==> config.mk <==
export PLATFORM = sky130hd
export DESIGN_NAME = hazard_forward_unit
export DESIGN_NICKNAME = d
export VERILOG_FILES = /design/src/rtl/hazard_forward_unit.sv
export SDC_FILE = /design/constraint.sdc
export NUM_CORES = 1
export LEC_CHECK = 0
export BUFFER_PORTS_ARGS = -buffer_cell sky130_fd_sc_hd__buf_2
export CELL_PAD_IN_SITES_DETAIL_PLACEMENT = 2
export CELL_PAD_IN_SITES_GLOBAL_PLACEMENT = 2
export CORE_ASPECT_RATIO = 1.2
export CORE_MARGIN = 2
export CORE_UTILIZATION = 25
export DETAILED_ROUTE_END_ITERATION = 7
export PLACE_DENSITY_LB_ADDON = 0.1
export SYNTH_ARGS = -nofsm -noshare
export SYNTH_HDL_FRONTEND = slang
export SYNTH_SLANG_ARGS = --single-unit
==> constraint.sdc <==
create_clock -name clk -period 2.5 [get_ports clk]
set_input_delay 0.25 -clock clk [delete_from_list [all_inputs] [get_ports clk]]
set_output_delay 0.25 -clock clk [all_outputs]
set_load 0.01 [all_outputs]
==> src/rtl/hazard_forward_unit.sv <==
// hazard_forward_unit
//   EX-stage operand forwarding and decode-stage load-use hazard handling for
//   the 5-stage pipeline. Each load-use hazard produces exactly LOAD_LAT
//   bubbles. A saturating counter records how many cycles decode was stalled.
//
// Ports
//   clk, reset            pipeline clock; synchronous active-high reset
//   src_d, use_d          decode source registers and their read enables
//   src_e                 execute source registers (forwarding targets)
//   regwrite_e/memtoreg_e/writereg_e   execute-stage writer (load detection)
//   regwrite_m/writereg_m memory-stage writer (forward source 01)
//   regwrite_w/writereg_w writeback-stage writer (forward source 10)
//   flush_in              redirect; cancels any stall in progress
//   fwd_sel               per-operand mux select, operand i at [2i +: 2]
//   stall_f, stall_d      hold PC and IF/ID register
//   flush_e               inject a bubble into ID/EX
//   stall_cycles          saturating count of cycles with stall_d high
//
// FSM states
//   state | meaning
//   IDLE  | no stall pending; a new hazard stalls combinationally this cycle
//   WAIT  | remaining bubbles of a LOAD_LAT>1 hazard; cnt bubbles still owed
module hazard_forward_unit #(
  parameter int ADDR_W   = 5,
  parameter int NUM_SRC  = 2,
  parameter int LOAD_LAT = 1,
  parameter int CNT_W    = 16
) (
  input  logic                      clk,
  input  logic                      reset,
  input  logic [NUM_SRC*ADDR_W-1:0] src_d,
  input  logic [NUM_SRC-1:0]        use_d,
  input  logic [NUM_SRC*ADDR_W-1:0] src_e,
  input  logic                      regwrite_e,
  input  logic                      memtoreg_e,
  input  logic [ADDR_W-1:0]         writereg_e,
  input  logic                      regwrite_m,
  input  logic [ADDR_W-1:0]         writereg_m,
  input  logic                      regwrite_w,
  input  logic [ADDR_W-1:0]         writereg_w,
  input  logic                      flush_in,
  output logic [2*NUM_SRC-1:0]      fwd_sel,
  output logic                      stall_f,
  output logic                      stall_d,
  output logic                      flush_e,
  output logic [CNT_W-1:0]          stall_cycles
);

  localparam int CW = $clog2(LOAD_LAT + 1);
  localparam logic [CW-1:0] CNT_INIT = CW'(LOAD_LAT - 1);
  localparam logic [CW-1:0] CNT_ONE  = CW'(1);

  typedef enum logic {IDLE, WAIT} state_t;

  state_t        state_q, state_d;
  logic [CW-1:0] cnt_q, cnt_d;
  logic          haz;
  logic          haz_any;
  logic          stall;

  // Forwarding: M has priority over W; register 0 is never forwarded.
  always_comb begin
    fwd_sel = '0;
    if (!reset) begin
      for (int i = 0; i < NUM_SRC; i++) begin
        if (regwrite_m && (writereg_m != '0) &&
            (writereg_m == src_e[i*ADDR_W +: ADDR_W]))
          fwd_sel[2*i +: 2] = 2'b01;
        else if (regwrite_w && (writereg_w != '0) &&
                 (writereg_w == src_e[i*ADDR_W +: ADDR_W]))
          fwd_sel[2*i +: 2] = 2'b10;
      end
    end
  end

  always_comb begin
    haz_any = 1'b0;
    for (int i = 0; i < NUM_SRC; i++) begin
      if (use_d[i] && (src_d[i*ADDR_W +: ADDR_W] == writereg_e))
        haz_any = 1'b1;
    end
    haz = regwrite_e && memtoreg_e && (writereg_e != '0) && haz_any;
  end

  // The first bubble comes straight from IDLE; WAIT only supplies the rest,
  // so LOAD_LAT=1 never leaves IDLE.
  always_comb begin
    state_d = state_q;
    cnt_d   = cnt_q;
    stall   = 1'b0;
    case (state_q)
      IDLE: begin
        if (haz && !flush_in) begin
          stall = 1'b1;
          if (LOAD_LAT > 1) begin
            state_d = WAIT;
            cnt_d   = CNT_INIT;
          end
        end
      end
      WAIT: begin
        if (flush_in) begin
          state_d = IDLE;
          cnt_d   = '0;
        end else begin
          stall = 1'b1;
          cnt_d = cnt_q - CNT_ONE;
          if (cnt_q == CNT_ONE)
            state_d = IDLE;
        end
      end
      default: begin
        state_d = IDLE;
        cnt_d   = '0;
      end
    endcase
    if (reset) begin
      stall   = 1'b0;
      state_d = IDLE;
      cnt_d   = '0;
    end
  end

  always_ff @(posedge clk) begin
    if (reset) begin
      state_q <= IDLE;
      cnt_q   <= '0;
    end else begin
      state_q <= state_d;
      cnt_q   <= cnt_d;
    end
  end

  always_ff @(posedge clk) begin
    if (reset)
      stall_cycles <= '0;
    else if (stall && (stall_cycles != {CNT_W{1'b1}}))
      stall_cycles <= stall_cycles + CNT_W'(1);
  end

  assign stall_f = stall;
  assign stall_d = stall;
  assign flush_e = stall;

endmodule

==> results of run 1 <==
## synthesized netlist by cell type, drive strengths merged
cell    number  share of area
mux2i        1         0.0072
o22ai        1         0.0045
or3          8          0.041
nor4         8          0.041
nor2         7          0.019
a21oi       12          0.054
clkbuf       2          0.013
nor4b        1          0.017
xor2        11          0.069
o311ai       3          0.019
and4         1         0.0063
mux2         2          0.016
or4          7          0.040
nand2       10          0.027
dfxtp       18           0.26
nand4        7          0.032
o211ai       1         0.0054
o31ai        3          0.016
ha           1         0.0090
o311a        1         0.0072
nor2b        2         0.0090
nor3         5          0.018
buf          5          0.041
or2          1         0.0045
o41ai        3          0.019
nand3        7          0.025
xnor2       20           0.13
and2         1         0.0045
o21ai        7          0.039
inv          4          0.011
## layer usage
metal	wire length, um	up-vias
met5	0	-
met4	14	0
met3	192	2
met2	2340	42
met1	1970	704
li1	-	732
## stage by stage
stage | hold slack [ns] | cells | util | setup WS (ns) | area [um2]
4_1_cts | 0.243 | 288 | 0.336 | 0.0775 | 1790
6_report | 0.259 | 288 | 0.337 | 0.219 | 1800
3_5_place_dp | 0.454 | 285 | 0.328 | 0.105 | 1750
2_1_floorplan | 0.322 | 160 | - | 0.410 | 1390
3_3_place_gp | 0.451 | 285 | 0.328 | 0.239 | 1750
5_1_grt | 0.287 | 288 | 0.337 | 0.0711 | 1800
## worst max-delay path: cells and delay by family (launching register included)
kind            cells  cell delay, ns
simple gates        4            1.09
flops               1            0.35
compound gates      2            0.29
fa+ha+maj           1            0.28
buf+inv             1            0.21
## flip-flops by register name, indices dropped and copies added (netlist names)
| signal | flops |
|---|---|
| stall_cycles | 16 |
| cnt_q | 1 |
| state_q | 1 |
## path summary, 6_finish.rpt
path / from / slack, ns / depth (start not counted) / end
setup reg to reg: stall_cycles[0]$_SDFFE_PP0P_ / 0.22 / 8 / stall_cycles[9]$_SDFFE_PP0P_
hold / removal: flush_in / 0.26 / 2 / state_q$_SDFF_PP0_
hold reg to reg: cnt_q$_SDFFE_PP0P_ / 0.46 / 1 / state_q$_SDFF_PP0_
setup / recovery: stall_cycles[0]$_SDFFE_PP0P_ / 0.22 / 8 / stall_cycles[9]$_SDFFE_PP0P_
## cells by family after synthesis
group | after synthesis | share of synthesized area
buf+inv | 11 | 0.0649
flops | 18 | 0.259
mux | 3 | 0.0234
xor+xnor | 31 | 0.195
simple gates | 65 | 0.284
compound gates | 31 | 0.164
fa+ha+maj | 1 | 0.00901
## area by class of cell
class | count | area, um2 | share of cell area
clock buffers | 3 | 41.3 | 0.0229
repair buffers | 70 | 360 | 0.200
multi-input cells | 131 | 945 | 0.525
inverters | 4 | 15.0 | 0.00834
well taps | 62 | 77.6 | 0.0431
flip-flops and latches | 18 | 360 | 0.200
## cell usage in the layout (no fill, tap or decap), types with 2 or more instances in the layout
cell type / instances
or3_2: 6
nor4_1: 6
o31ai_1: 3
nor4_2: 2
o311ai_0: 3
nand4_1: 7
buf_4: 4
nor2_1: 7
inv_1: 4
o41ai_1: 3
nor2b_1: 2
nand2_1: 10
or4_1: 5
buf_2: 66
nor3_1: 5
a21oi_1: 10
xnor2_1: 20
o21ai_0: 2
o21ai_2: 5
dfxtp_1: 18
mux2_2: 2
or3_1: 2
xor2_1: 11
nand3_1: 7
clkbuf_8: 3
or4_2: 2
## power by group
group          internal, mW  switching (mW)
clock network         0.107          0.0927
logic                0.0609          0.0625
registers             0.287       0.0000728
total                 0.455           0.155
## what timing repair did
item                                   CTS  global route
resized for setup                        0             1
endpoints found under the hold margin    0             0
setup endpoints to repair                0             1
setup buffers                            0             0
==> metrics.cfg, run 1 <==
[yosys]
synth_cell_types = 39
syn_area_per_cell_um2 = 8.68
seq_area_frac_synth = 0.259
syn-cell-area_mm2 = 0.00139
synth_seq_cells = 18
synthCells = 160
ys_warn_count = 0
syn_nets = 205

[run]
maxCapViolCount = 0

[global_route]
first_global_vias = 1613
track_usage = 0.157
use_met3 = 0.0282
met1_usage = 0.189
met2_usage = 0.290
overflow = 0
grt_pass1_wl_um = 7770
grt_start_max_net_pins = 17
antenna_found_initial = 0
top_usage_layer = met2

[final_layout]
fin_nets = 273
diodes = 0
area_growth_pct = 29.5
drive_above_1_share = 0.416
nFillCells = 622

[die]
die_y_um = 85.6
die-area_mm2 = 0.00617
boundaryPins = 67
fp.coreArea_mm2 = 0.00533
start_util = 0.260
std_cell_rows = 29
die_x_um = 72.0

[clocking]
ctsHoldBuffers = 0
root_buffer = clkbuf_8
cts-buffers-inserted = 3
cts_tree = done
clk_latency_ns = 0.25
clk_path_buf_depth = 2
clk_pin_slew_ns = 0.07
htree_levels = 1
clock-sinks = 18

[routing]
viasPerCell = 5.14
drt-total-wl_um = 4520
dr_total_vias = 1480
first_pass_iters = 4
wire_per_inst_um = 15.7
drt_iter0_markers = 23
drcViolationCount = 0
ant_nets = 0

[timing]
finalSetupTns_ns = 0
slew_headroom = 0.687
hold_viol_final = 0
worst_pin_slew_ns = 0.464
drv_slew = 0
finalSetupViolations = 0
max_freq_mhz = 438
rsz0062_at_grt = false
period_needed_ns = 2.28
timing.final.crit_share = 0.912
clock_skew_ns = 0.00264

[critical_path]
path_max_fanout = 10
cpMaxStageDelayCell = or4_2
arrival_ns = 2.47
max_stage_delay_ns = 0.61
worstPathRequired_ns = 2.68
critPathCaptureType = flop
criticalPathCategory = flop to flop
cp-start-kind = flop
path_cells = ha_1 > nand4_1 > nor4_2 > nor4b_4 > a21oi_4 > buf_4 > or4_2 > a21oi_1

[worst_hold_path]
hold_class = input pin to flop

[pwr]
power_density_mw_per_mm2 = 339
ir_drop_mv = 0.143
power_uw = 610
leakagePower_nw = 0.700

[place]
dp_hpwl_um = 3900
port_buffers = 66
routabilityCongestion = 0.741

[status]
status = completed

(Power assumes the default switching activity.)
==> inputs of run 2 (changes only) <==
--- a/config.mk
+++ b/config.mk
@@ -5,14 +5,16 @@
 export SDC_FILE = /design/constraint.sdc
 export NUM_CORES = 1
 export LEC_CHECK = 0
+export ABC_AREA = 1
 export BUFFER_PORTS_ARGS = -buffer_cell sky130_fd_sc_hd__buf_2
 export CELL_PAD_IN_SITES_DETAIL_PLACEMENT = 2
 export CELL_PAD_IN_SITES_GLOBAL_PLACEMENT = 2
 export CORE_ASPECT_RATIO = 1.2
 export CORE_MARGIN = 2
-export CORE_UTILIZATION = 25
+export CORE_UTILIZATION = 24
 export DETAILED_ROUTE_END_ITERATION = 7
 export PLACE_DENSITY_LB_ADDON = 0.1
+export SLEW_MARGIN = 20
 export SYNTH_ARGS = -nofsm -noshare
 export SYNTH_HDL_FRONTEND = slang
 export SYNTH_SLANG_ARGS = --single-unit
==> run 2 against run 1 <==
  * Setup slack improved by 0.38 ns
  * Combinational power rose by 7%
  * Final cell count rose by 40%
  * Synthesized cell count rose by 59%
  * Cell area rose by 15%
  * Fmax rose by 20%
  * Core utilization fell by 1.7 points
  * First-iteration DRC count rose by 4.3%
  * Clock power rose by 4%
  * Via count rose by 28%
==> metrics.cfg, run 2 <==
[final_layout]
fin_cells = 404  ; was 288
diodes = 0  ; unchanged
area_growth_pct = 28.7  ; was 29.5%
utilization = 0.320  ; was 0.337
layout_commonest_cell = nand2_1  ; was buf_2
reg_top3 = stall_cycles (16), cnt_q (1), state_q (1)  ; unchanged
most-common-layout-cells = nand2_1, buf_2, nor2_1, inv_1, xor2_1  ; was buf_2, xnor2_1, dfxtp_1, xor2_1
top_register = stall_cycles  ; unchanged
fin_nets = 366  ; was 273
nFillCells = 821  ; was 622
design_area_mm2 = 0.00206  ; was 0.00180 mm2
largest_reg_flops = 16  ; unchanged
drive_above_1_share = 0.292  ; was 0.416

[yosys]
synthCells = 254  ; was 160
syn_nets = 299  ; was 205
async_flop_share = 0  ; unchanged
seq_area_frac_synth = 0.225  ; was 0.259
yosysMostFrequentCell = nand2_1  ; was xnor2_1
synth_cell_types = 28  ; was 39
synth_common_cells = nand2_1, nor2_1, inv_1, xor2_1, dfxtp_1  ; was xnor2_1, dfxtp_1, xor2_1, a21oi_1, nand2_1
syn-cell-area_mm2 = 0.00160  ; was 0.00139 mm2
synth_seq_cells = 18  ; unchanged
netlist.area_leader.share = 0.225  ; was 0.259
ys_warn_count = 0  ; unchanged
synth_edf_count = 0  ; unchanged
synth_compound_area_frac = 0.0835  ; was 0.164
synth_top_family_by_area = simple AND/OR/NAND/NOR gates  ; unchanged
synthAdderAreaFrac = 0.00781  ; was 0.00901
yosys_most_used_dff = dfxtp_1  ; unchanged
synth_simple_gate_area_frac = 0.437  ; was 0.284
muxShareOfSynthArea = 0  ; was 0.0234
synth_xor_xnor_area_share = 0.158  ; was 0.195
syn_area_per_cell_um2 = 6.31  ; was 8.68 um2
yosys.area.top_type = dfxtp_1  ; unchanged
synthTopCellsByArea = dfxtp_1, nand2_1, xor2_1  ; was dfxtp_1, xnor2_1, xor2_1

[routing]
ant_nets = 0  ; unchanged
first_pass_iters = 4  ; unchanged
dr_total_vias = 1896  ; was 1480
drt_iter0_markers = 24  ; was 23
wire_per_inst_um = 13.4  ; was 15.7 um
viasPerCell = 4.69  ; was 5.14
drcViolationCount = 0  ; unchanged
drt-total-wl_um = 5410  ; was 4520 um

[global_route]
grt_start_max_net_pins = 22  ; was 17
track_usage = 0.154  ; was 0.157
overflow = 0  ; unchanged
antenna_found_initial = 0  ; unchanged
first_global_vias = 1984  ; was 1613
grt_pass1_wl_um = 9190  ; was 7770 um

[critical_path]
max_stage_delay_ns = 0.41  ; was 0.61 ns
path_max_fanout = 17  ; was 10
criticalPathCategory = flop to flop  ; unchanged
cp-start-kind = flop  ; unchanged
path_cells = ha_1 > nor3b_4 > nand2_2 > nor2_2 > nand2_2 > nand3_4 > nand2_1 > nand2_1 > nor2_1  ; was ha_1 > nand4_1 > nor4_2 > nor4b_4 > a21oi_4 > buf_4 > or4_2 > a21oi_1
worstPathRequired_ns = 2.65  ; was 2.68 ns
cpMaxStageDelayCell = dfxtp_1  ; was or4_2
path_buf_inv = 0  ; was 1
critPathCaptureType = flop  ; unchanged
crit_family = simple AND/OR/NAND/NOR gates  ; unchanged
arrival_ns = 2.05  ; was 2.47 ns
critPathLaunch = stall_cycles[0]$_SDFFE_PP0P_  ; unchanged
reg2reg_from = stall_cycles[0]$_SDFFE_PP0P_  ; unchanged

[pwr]
power_uw = 627  ; was 610 uW
leakagePower_nw = 0.991  ; was 0.700 nW
power_density_mw_per_mm2 = 304  ; was 339 mW/mm2
ir_drop_mv = 0.171  ; was 0.143 mV

[clocking]
clock-sinks = 18  ; unchanged
cts_tree = done  ; unchanged
root_buffer = clkbuf_8  ; unchanged
clk_pin_slew_ns = 0.07  ; about the same
ctsHoldBuffers = 0  ; unchanged
cts-buffers-inserted = 3  ; unchanged
post-cts-setup-buffers = 0  ; unchanged
clk_latency_ns = 0.25  ; about the same
htree_levels = 1  ; unchanged
clk_path_buf_depth = 2  ; unchanged
post_cts_resize_count = 0  ; unchanged

[die]
boundaryPins = 67  ; unchanged
start_util = 0.249  ; was 0.260
fp.coreArea_mm2 = 0.00645  ; was 0.00533 mm2
die_x_um = 78.6  ; was 72.0 um
std_cell_rows = 32  ; was 29
die_y_um = 93.5  ; was 85.6 um
die-area_mm2 = 0.00735  ; was 0.00617 mm2

[timing]
hold_viol_final = 0  ; unchanged
worst_pin_slew_ns = 0.478  ; was 0.464 ns
timing.final.crit_share = 0.761  ; was 0.912
clock_skew_ns = 0.00275  ; was 0.00264 ns
max_freq_mhz = 526  ; was 438 MHz
finalSetupTns_ns = 0  ; unchanged
finalSetupViolations = 0  ; unchanged
rsz0062_at_grt = false  ; unchanged
slew_headroom = 0.677  ; was 0.687
drv_slew = 0  ; unchanged
period_needed_ns = 1.90  ; was 2.28 ns

[worst_hold_path]
hold_class = input pin to flop  ; unchanged
min_from = flush_in  ; unchanged

[place]
placedCellCount = 401  ; was 285
port_buffers = 66  ; unchanged
placed_area_mm2 = 0.00202  ; was 0.00175 mm2
dp_hpwl_um = 4570  ; was 3900 um
routabilityCongestion = 0.755  ; was 0.741

[status]
status = completed  ; unchanged

[run]
maxCapViolCount = 0  ; unchanged

run 2: cell types whose count changed after synthesis, moves of 5 or more:
| cell | delta |
|---|---|
| nand2_1 | +62 |
| or4_1 | -5 |
| nand4_1 | +10 |
| xnor2_1 | -12 |
| nand3_1 | +5 |
| inv_1 | +18 |
| xor2_1 | +10 |
| or3_2 | -6 |
| o21ai_2 | -5 |
| a21oi_2 | +7 |
| nor2_1 | +26 |
run 2: cells by family after synthesis:
group                    after synthesis
XOR/XNOR                              29
AO/OA/AOI/OAI                         19
flip-flops                            18
adder cells (fa/ha/maj)                1
AND/OR/NAND/NOR                      154
buffers and inverters                 33
run 2: metrics by stage:
stage / setup WS [ns] / hold WS, ns
after floorplan: 0.652 / 0.411
final: 0.597 / 0.272
after detailed placement: 0.586 / 0.460
after global routing: 0.349 / 0.290
after global placement: 0.698 / 0.457
after CTS: 0.566 / 0.270
run 2: power by group:
part           leakage [nW]  switching [mW]  internal, mW
Clock                0.0216           0.100         0.107
Combinational         0.824          0.0728        0.0593
Sequential            0.145        0.000217         0.287
Total                 0.991           0.173         0.453
run 2: final cells by class:
| class | count | area, um2 | area share |
|---|---|---|---|
| multi-input combinational | 203 | 1100 | 0.534 |
| sequential | 18 | 360 | 0.175 |
| timing repair buffer | 70 | 360 | 0.175 |
| tap | 85 | 106 | 0.0515 |
| inverter | 25 | 93.8 | 0.0455 |
| clock buffer | 3 | 41.3 | 0.0200 |
run 2: final timing paths:
check                                                    end  slack, ns  cells after the start
worst max-delay path            stall_cycles[0]$_SDFFE_PP0P_       0.60                      9
worst min-delay path                      state_q$_SDFF_PP0_       0.27                      4
worst max register to register  stall_cycles[0]$_SDFFE_PP0P_       0.60                      9
worst min register to register            cnt_q$_SDFFE_PP0P_       0.47                      2
run 2: worst min-delay path, cell delays in order:
cell	delay, ns
buf_2	0.09
nor2_1	0.04
nand2_1	0.07
nor2_1	0.04
run 2: routing by layer:
layer | track usage | up-vias | wire (um)
met5 | 0 | - | 0
met4 | 0.0424 | 0 | 29
met3 | 0.0125 | 2 | 192
met2 | 0.306 | 41 | 2990
met1 | 0.173 | 899 | 2190
li1 | - | 954 | -
==> inputs of run 3 (changes only) <==
--- a/config.mk
+++ b/config.mk
@@ -11,7 +11,7 @@
 export CELL_PAD_IN_SITES_GLOBAL_PLACEMENT = 2
 export CORE_ASPECT_RATIO = 1.2
 export CORE_MARGIN = 2
-export CORE_UTILIZATION = 24
+export CORE_UTILIZATION = 22
 export DETAILED_ROUTE_END_ITERATION = 7
 export PLACE_DENSITY_LB_ADDON = 0.1
 export SLEW_MARGIN = 20
==> constraint.sdc (replaced) <==
create_clock -name clk -period 1.68 [get_ports clk]
set_input_delay 0.168 -clock clk [delete_from_list [all_inputs] [get_ports clk]]
set_output_delay 0.168 -clock clk [all_outputs]
set_load 0.01 [all_outputs]
==> run 3 against run 2 <==
  * Clock skew hardly changed
  * Worst hold slack got worse by 0.089 ns
  * First-iteration DRC count is 17% higher
  * Final cell count grew 4.7%
  * Non-clock buffer count rose by 12
  * Flip-flop and latch count stayed put
==> metrics.cfg, run 3 (same netlist as run 2, synthesis figures left out) <==
[status]
status = completed  ; unchanged

[global_route]
track_usage = 0.154  ; about the same
overflow = 0  ; unchanged
antenna_found_initial = 0  ; unchanged
grt_start_max_net_pins = 18  ; was 22
grt_pass1_wl_um = 9810  ; was 9190 um
first_global_vias = 2148  ; was 1984

[die]
std_cell_rows = 34  ; was 32
start_util = 0.224  ; was 0.249
fp.coreArea_mm2 = 0.00715  ; was 0.00645 mm2
die_x_um = 81.9  ; was 78.6 um
die-area_mm2 = 0.00799  ; was 0.00735 mm2
boundaryPins = 67  ; unchanged
die_y_um = 97.5  ; was 93.5 um

[routing]
viasPerCell = 4.68  ; was 4.69
drt-total-wl_um = 6020  ; was 5410 um
ant_nets = 0  ; unchanged
drt_iter0_markers = 28  ; was 24
dr_total_vias = 1978  ; was 1896
wire_per_inst_um = 14.2  ; was 13.4 um
first_pass_iters = 4  ; unchanged
drcViolationCount = 0  ; unchanged

[critical_path]
worstPathRequired_ns = 1.84  ; was 2.65 ns
crit_family = simple AND/OR/NAND/NOR gates  ; unchanged
critPathCaptureType = flop  ; unchanged
cp-start-kind = flop  ; unchanged
criticalPathCategory = flop to flop  ; unchanged
reg2reg_slack_ns = 0.09  ; was 0.60 ns
arrival_ns = 1.75  ; was 2.05 ns
path_max_fanout = 8  ; was 17
max_stage_delay_ns = 0.35  ; was 0.41 ns
path_cells = ha_2 > nor3b_4 > nand2_2 > nor2_2 > nand2_2 > buf_4 > nand4_1 > a21oi_2  ; was ha_1 > nor3b_4 > nand2_2 > nor2_2 > nand2_2 > nand3_4 > nand2_1 > nand2_1 > nor2_1
cpMaxStageDelayCell = dfxtp_1  ; unchanged
crit_top_cell = nand2_2
path_buf_inv = 1  ; was 0

[final_layout]
register_area_um2 = 363  ; was 360 um2
utilization = 0.310  ; was 0.320
drive_above_1_share = 0.345  ; was 0.292
area_growth_pct = 38.4  ; was 28.7%
multi_input_area_mm2 = 0.00114  ; was 0.00110 mm2
largest_reg_flops = 16  ; unchanged
fin_nets = 379  ; was 366
top_register = stall_cycles  ; unchanged
diodes = 0  ; unchanged
nFillCells = 907  ; was 821
reg_top3 = stall_cycles (16), cnt_q (1), state_q (1)  ; unchanged
most-common-layout-cells = nand2_1, buf_2, nor2_1, inv_1, xor2_1  ; unchanged
layout_commonest_cell = nand2_1  ; unchanged

[clocking]
cts-buffers-inserted = 3  ; unchanged
clk_pin_slew_ns = 0.08  ; was 0.07 ns
cts_tree = done  ; unchanged
clock-sinks = 18  ; unchanged
clk_latency_ns = 0.26  ; was 0.25 ns
ctsHoldBuffers = 0  ; unchanged
htree_levels = 1  ; unchanged
clk_path_buf_depth = 2  ; unchanged
root_buffer = clkbuf_8  ; unchanged

[timing]
finalSetupViolations = 0  ; unchanged
worst_pin_slew_ns = 0.359  ; was 0.478 ns
hold_viol_final = 0  ; unchanged
max_freq_mhz = 628  ; was 526 MHz
finalSetupTns_ns = 0  ; unchanged
timing.final.crit_share = 0.947  ; was 0.761
slew_headroom = 0.757  ; was 0.677
clock_skew_ns = 0.00267  ; was 0.00275 ns
drv_slew = 0  ; unchanged
period_needed_ns = 1.59  ; was 1.90 ns

[place]
routabilityCongestion = 0.739  ; was 0.755
port_buffers = 66  ; unchanged
dp_hpwl_um = 4920  ; was 4570 um

[pwr]
power_mw = 1.02  ; was 627 uW
power_density_mw_per_mm2 = 458  ; was 304 mW/mm2
ir_drop_mv = 0.290  ; was 0.171 mV
leakagePower_nw = 1.06  ; was 0.991 nW

[worst_hold_path]
hold_class = input pin to flop  ; unchanged

[run]
maxCapViolCount = 0  ; unchanged

==> run 3: worst paths after layout <==
path	cells after the start	endpoint	startpoint
worst max-delay path	8	stall_cycles[5]$_SDFFE_PP0P_	stall_cycles[0]$_SDFFE_PP0P_
worst min-delay path	4	state_q$_SDFF_PP0_	flush_in
worst max register to register	8	stall_cycles[5]$_SDFFE_PP0P_	stall_cycles[0]$_SDFFE_PP0P_
worst min register to register	2	state_q$_SDFF_PP0_	state_q$_SDFF_PP0_
==> run 3: layout make-up <==
| cell class | count | share of cell area |
|---|---|---|
| clock buffers | 4 | 0.0248 |
| inverters | 25 | 0.0423 |
| multi-input cells | 204 | 0.516 |
| flip-flops and latches | 18 | 0.164 |
| well taps | 90 | 0.0508 |
| repair buffers | 82 | 0.203 |
==> run 3: stage by stage <==
stage | setup WS (ns) | area (um2) | hold slack, ns | cells
after global placement | 0.124 | 2120 | 0.451 | 418
final | 0.0887 | 2220 | 0.183 | 423
after floorplan | 0.0275 | 1600 | 0.329 | 254
after detailed placement | 0.0524 | 2120 | 0.463 | 418
after global routing | -0.0234 | 2220 | 0.217 | 423
after CTS | 0.0378 | 2170 | 0.179 | 422
==> run 3: what timing repair did <==
item | in CTS | in global routing
resized for setup | 0 | 9
buffers inserted | 0 | 0
endpoints found under the setup margin | 0 | 17
==> run 3: power breakdown <==
| part | switching [mW] | internal (mW) | leakage, nW |
|---|---|---|---|
| Combinational | 0.117 | 0.0913 | 0.885 |
| Clock | 0.172 | 0.209 | 0.0288 |
| Sequential | 0.000135 | 0.426 | 0.146 |
==> run 3: tightest hold or removal path, stage by stage <==
cell     delay (ns)
buf_2          0.09
nor2_1         0.04
nand2_1        0.07
nor2_1         0.04
==> run 3: layer usage <==
layer,vias up,track usage,wire (um)
met2,40,0.305,3300
met3,4,0.0130,207
li1,980,-,-
met1,954,0.171,2480
met5,-,0,0
met4,0,0.0308,43
